**src/rtl/link_stack.sv**
```systemverilog
// link_stack: return-address stack beside the XM23 execute stage.
// Detects LD-from-trap-address returns and redirects the PC to the link.
module link_stack #(
    parameter int                ADDR_W    = 16,
    parameter int                DEPTH     = 8,
    parameter int                ENABLE_W  = 41,
    parameter int                LD_IDX    = 33,
    parameter int                BL_IDX    = 34,
    parameter logic [ADDR_W-1:0] TRAP_ADDR = 16'hFFFF,
    parameter int                REG_OUT   = 0
) (
    input  logic                       clk_i,
    input  logic                       rst_i,
    input  logic [ENABLE_W-1:0]        enable_i,
    input  logic [ADDR_W-1:0]          src_val_i,
    input  logic [ADDR_W-1:0]          ret_addr_i,
    input  logic [ADDR_W-1:0]          lr_i,
    input  logic                       stall_i,
    input  logic                       flush_i,
    output logic                       link_back_o,
    output logic [ADDR_W-1:0]          target_o,
    output logic                       underflow_o,
    output logic                       overflow_o,
    output logic [$clog2(DEPTH+1)-1:0] count_o
);

    localparam int PTR_W = $clog2(DEPTH);
    localparam int CNT_W = $clog2(DEPTH + 1);
    localparam logic [CNT_W-1:0] FULL = CNT_W'(DEPTH);

    logic [ADDR_W-1:0] mem [DEPTH];
    logic [PTR_W-1:0]  tp;
    logic [PTR_W-1:0]  top_idx;
    logic [PTR_W-1:0]  wr_idx;
    logic [CNT_W-1:0]  cnt;
    logic              ovf;

    logic              valid;
    logic              push;
    logic              ret;
    logic              empty;
    logic              full;
    logic              pop;
    logic              replace;

    logic              link_c;
    logic              under_c;
    logic [ADDR_W-1:0] target_c;

    // only the LD and BL enables matter here
    logic              unused_en;

    assign unused_en = ^enable_i;

    assign valid   = !stall_i && !flush_i;
    assign push    = valid && enable_i[BL_IDX];
    assign ret     = valid && enable_i[LD_IDX]
                     && (src_val_i == TRAP_ADDR);
    assign empty   = (cnt == '0);
    assign full    = (cnt == FULL);
    assign top_idx = tp - PTR_W'(1);

    // a return against a non-empty stack either pops or, with a
    // simultaneous BL, overwrites the top entry in place
    assign pop     = ret && !empty && !push;
    assign replace = ret && !empty && push;
    assign wr_idx  = replace ? top_idx : tp;

    // redirect decision for the instruction currently in execute
    always_comb begin
        link_c   = 1'b0;
        under_c  = 1'b0;
        target_c = '0;
        if (ret) begin
            link_c   = 1'b1;
            under_c  = empty;
            target_c = empty ? lr_i : mem[top_idx];
        end
    end

    // entry storage; contents need no reset, validity lives in cnt
    always_ff @(posedge clk_i) begin
        if (!rst_i && push) begin
            mem[wr_idx] <= ret_addr_i;
        end
    end

    // pointer, occupancy and sticky overflow bookkeeping
    always_ff @(posedge clk_i) begin
        if (rst_i) begin
            tp  <= '0;
            cnt <= '0;
            ovf <= 1'b0;
        end else if (replace) begin
            tp  <= tp;
            cnt <= cnt;
        end else if (push) begin
            tp <= tp + PTR_W'(1);
            if (full) begin
                ovf <= 1'b1;
            end else begin
                cnt <= cnt + CNT_W'(1);
            end
        end else if (pop) begin
            tp  <= top_idx;
            cnt <= cnt - CNT_W'(1);
        end
    end

    assign overflow_o = ovf;
    assign count_o    = cnt;

    generate
        if (REG_OUT != 0) begin : g_reg
            logic              link_q;
            logic              under_q;
            logic [ADDR_W-1:0] target_q;

            // one-cycle registered redirect pulse
            always_ff @(posedge clk_i) begin
                if (rst_i) begin
                    link_q   <= 1'b0;
                    under_q  <= 1'b0;
                    target_q <= '0;
                end else begin
                    link_q   <= link_c;
                    under_q  <= under_c;
                    target_q <= target_c;
                end
            end

            assign link_back_o = link_q;
            assign underflow_o = under_q;
            assign target_o    = target_q;
        end else begin : g_comb
            assign link_back_o = link_c;
            assign underflow_o = under_c;
            assign target_o    = target_c;
        end
    endgenerate

endmodule
```
**config.mk**
```make
export PLATFORM = sky130hd
export DESIGN_NAME = link_stack
export DESIGN_NICKNAME = d
export VERILOG_FILES = /design/src/rtl/link_stack.sv
export SDC_FILE = /design/constraint.sdc
export NUM_CORES = 1
export LEC_CHECK = 0
export CAP_MARGIN = 20
export CELL_PAD_IN_SITES_DETAIL_PLACEMENT = 1
export CELL_PAD_IN_SITES_GLOBAL_PLACEMENT = 2
export CORE_ASPECT_RATIO = 0.7
export CORE_MARGIN = 2
export CORE_UTILIZATION = 40
export DETAILED_ROUTE_END_ITERATION = 8
export PLACE_DENSITY_LB_ADDON = 0.1
export SLEW_MARGIN = 20
export SYNTH_ARGS = -nofsm -noshare
export SYNTH_HDL_FRONTEND = slang
export SYNTH_SLANG_ARGS = --single-unit
```
**constraint.sdc**
```tcl
create_clock -name clk_i -period 5.95 [get_ports clk_i]
set_clock_uncertainty 0.1 [all_clocks]
set_input_delay 1.19 -clock clk_i [delete_from_list [all_inputs] [get_ports clk_i]]
set_output_delay 1.19 -clock clk_i [all_outputs]
set_load 0.05 [all_outputs]
```
==> flow_metrics.py, run 1 <==
metrics = {
    "status": {
        "outcome": "finished clean",
    },
    "grt": {
        "grtUsageTotal_pct": 18.2,
        "grt_max_degree": 36,
        "antenna_found_initial": 0,
        "overflow": 0,
        "grt_pass1_vias": 3430,
        "grt_pass1_wl_um": 20500,
    },
    "run": {
        "cap_violations": 0,
    },
    "timing": {
        "setup_violations": 0,
        "hold_violations": 0,
        "rsz0062_at_grt": "no",
        "finalHoldWorstSlack_ns": 0.377,
        "setup_ws_ns": 0.582,
        "fmax_mhz": 186,
        "post-route-min-period_ns": 5.37,
        "maxSlewViolCount": 0,
        "fin_crit_sh_pct": 90.2,
        "final.setup.tns_ns": 0,
        "worst_slew_pin_slew_ns": 0.882,
        "maxSlewHeadroom_pct": 41.2,
    },
    "hold_path": {
        "holdPathStages": 2,
        "min_from": "overflow_o$_SDFFE_PP0P_",
        "min_path_type": "reg -> reg",
        "worstHoldEndpoint": "overflow_o$_SDFFE_PP0P_",
    },
    "floorplanning": {
        "rows": 36,
        "ioPinCount": 116,
        "fp.dieH_um": 105,
        "start_util_pct": 41.3,
        "design.die.area_mm2": 0.0155,
        "fp.coreArea_mm2": 0.0141,
        "fp.dieW_um": 148,
    },
    "clock_tree": {
        "root_buffer": "clkbuf_16",
        "clk_pin_slew_worst_paths_ns": 0.06,
        "cts_buffers": 17,
        "cts.sinks": 136,
        "clock_latency_ns": 0.42,
        "clockBufferDepth": 2,
        "ctsHoldBuffers": 0,
        "cts_htree_levels": 4,
        "cts_tree": "built",
        "cts_setup_buffers": 0,
        "post_cts_resize_count": 0,
    },
    "yosys": {
        "yosys_warnings": 0,
        "ys.flop_type": "edfxtp_1",
        "async_flop_share_pct": 0,
        "synth-seq-cells": 136,
        "syn_inst": 317,
        "avgSynthCellArea_um2": 18.3,
        "syn-cell-area_mm2": 0.00580,
        "yosysSeqAreaShare_pct": 69.0,
        "ys_types": 39,
        "synth_edf_count": 128,
        "syn-num-nets": 419,
    },
    "detailed_routing": {
        "postRouteAntennaNets": 0,
        "drt-pass1-iter-count": 4,
        "wl_per_cell_um": 21.1,
        "vias": 3195,
        "drt_wl_total_um": 13000,
        "route.detailed.drc": 0,
        "drt-initial-drc-count": 229,
        "vias_per_cell": 5.19,
    },
    "setup_path": {
        "slowest_delay_ns": 0.87,
        "timing.rr.start": "count_o[0]$_SDFFE_PP0P_",
        "critical_path.most_common_cell": "clkdlybuf4s50_1",
        "crit_slowest_cell": "clkdlybuf4s50_1",
        "crit_required_ns": 4.66,
        "critical_path_depth": 6,
        "criticalPathCategory": "in -> out",
        "path_delay_family": "buffers and inverters",
        "ff2ff_setup_slack_ns": 2.40,
        "endpoint_kind": "output port",
        "arrival_ns": 4.08,
        "start_kind": "input pin",
        "path_buf_inv": 2,
        "cp_max_fo": 20,
        "rr_worst_depth": 7,
        "reg2reg_to": "mem[5][5]$_DFFE_PP_",
        "path_cells": "clkdlybuf4s50_1 > nand4_1 > or4_1 > or4_4 > a211oi_2 > clkdlybuf4s50_1",
    },
    "power": {
        "p_total_w": 0.00225,
        "leakage_nw": 2.44,
        "p_per_area_mw_per_mm2": 304,
        "ir_worst_vdd_uv": 250,
    },
    "placed_design": {
        "port_buffers": 76,
        "dpl_worst_slack_ns": 0.628,
        "dp_hpwl_um": 8500,
        "gp_congestion": 0.731,
    },
    "finish": {
        "layout-drive-gt1-share_pct": 25.1,
        "nFillCells": 1331,
        "diodes": 0,
        "final_nets": 515,
        "fin_util_pct": 52.8,
        "area_growth_syn_to_layout_pct": 27.9,
    },
}
-- through the flow --
| step | std cells | instance area, µm² |
|---|---|---|
| detailed placement | 584 | 6850 |
| floorplan | 317 | 5800 |
| global route | 616 | 7420 |
| finish | 616 | 7420 |
| CTS | 616 | 7420 |
| global placement | 583 | 6840 |
-- cells in the mapped netlist (all sizes together), types with 2 or more instances --
cell type	instances	area share [%]
a211oi	18	3.8
a21oi	6	0.52
buf	9	1.0
clkbuf	9	0.65
dfxtp	8	2.8
edfxtp	128	66
ha	8	1.7
inv	5	0.32
mux2i	18	3.1
mux4	32	12
nand2	4	0.26
nand2b	3	0.32
nand3	3	0.26
nand4	3	0.32
nor2	34	2.2
nor3	2	0.17
o21ai	5	0.43
o22ai	2	0.22
or4	3	0.45
xnor2	5	0.76
-- state kept, by name, summed over array words and instances, names as in the netlist --
signal / flops
tp: 3
mem: 128
count_o: 4
overflow_o: 1
-- kinds of logic after synthesis --
group | Yosys count | synth area share [%]
buffers and inverters | 23 | 2.01
xor gates and xnor gates | 6 | 1.04
DFF | 136 | 69.0
AOI/OAI and AO/OA | 34 | 5.37
and+or+nand+nor | 58 | 4.75
adders and majority gates | 9 | 2.07
muxes | 51 | 15.7
-- per-layer routing --
layer	global-route usage (%)	routed length [µm]	vias to the layer above
met3	4.54	471	14
met5	0	0	-
li1	-	-	1477
met4	5.71	144	0
met1	26.4	6330	1646
met2	27.3	6070	58
-- layout by cell type (no fill, tap or decap), types with 4 or more instances in the layout --
cell and instances:
edfxtp_1 128, clkdlybuf4s50_1 76, nor2_1 34, mux4_2 32
mux2i_1 18, buf_4 18, a211oi_2 17, clkbuf_16 17
ha_1 8, dfxtp_1 7, a21oi_1 6, xnor2_1 5
o21ai_0 5, nand2_1 4, inv_1 4, inv_6 4
clkinvlp_4 4
-- power breakdown --
group / total, W / switching, W / internal, W
clock network: 0.000981 / 0.000432 / 0.000549
logic: 0.000212 / 0.000113 / 0.0000986
registers: 0.00106 / 0.00000568 / 0.00105
total: 0.00225 / 0.000551 / 0.00170
-- area by class of cell --
| cell class | instances | area, µm² | share of cell area (%) |
|---|---|---|---|
| flip-flops and latches | 136 | 4010 | 54.0 |
| clock buffers | 17 | 425 | 5.74 |
| well taps | 190 | 238 | 3.21 |
| repair buffers | 95 | 911 | 12.3 |
| clock inverters | 15 | 138 | 1.86 |
| multi-input cells | 158 | 1680 | 22.7 |
| inverters | 5 | 18.8 | 0.253 |
-- worst min-delay path: cells and delay by family (launching register included) --
| family | cells | cell delay, ns |
|---|---|---|
| flops | 1 | 0.33 |
| compound gates | 1 | 0.04 |
| simple gates | 1 | 0.07 |
-- how the worst max path moves through the flow --
stage,to,from,slack [ns]
after floorplan,mem[1][0]$_DFFE_PP_,src_val_i[6],1.58
after global placement,target_o[1],src_val_i[6],0.60
after detailed placement,target_o[1],src_val_i[6],0.63
after CTS,target_o[1],src_val_i[6],0.58
after global routing,target_o[1],src_val_i[5],0.52
final,target_o[1],src_val_i[6],0.58
Power figures use the tool's default switching activity.
==> run 2: changes to the inputs <==
--- a/config.mk
+++ b/config.mk
@@ -5,7 +5,7 @@
 export SDC_FILE = /design/constraint.sdc
 export NUM_CORES = 1
 export LEC_CHECK = 0
-export CAP_MARGIN = 20
+export ABC_CLOCK_PERIOD_IN_PS = 5950
 export CELL_PAD_IN_SITES_DETAIL_PLACEMENT = 1
 export CELL_PAD_IN_SITES_GLOBAL_PLACEMENT = 2
 export CORE_ASPECT_RATIO = 0.7
==> results of run 2 <==
No change in the layout: final DEF, timing and power equal those of run 1.
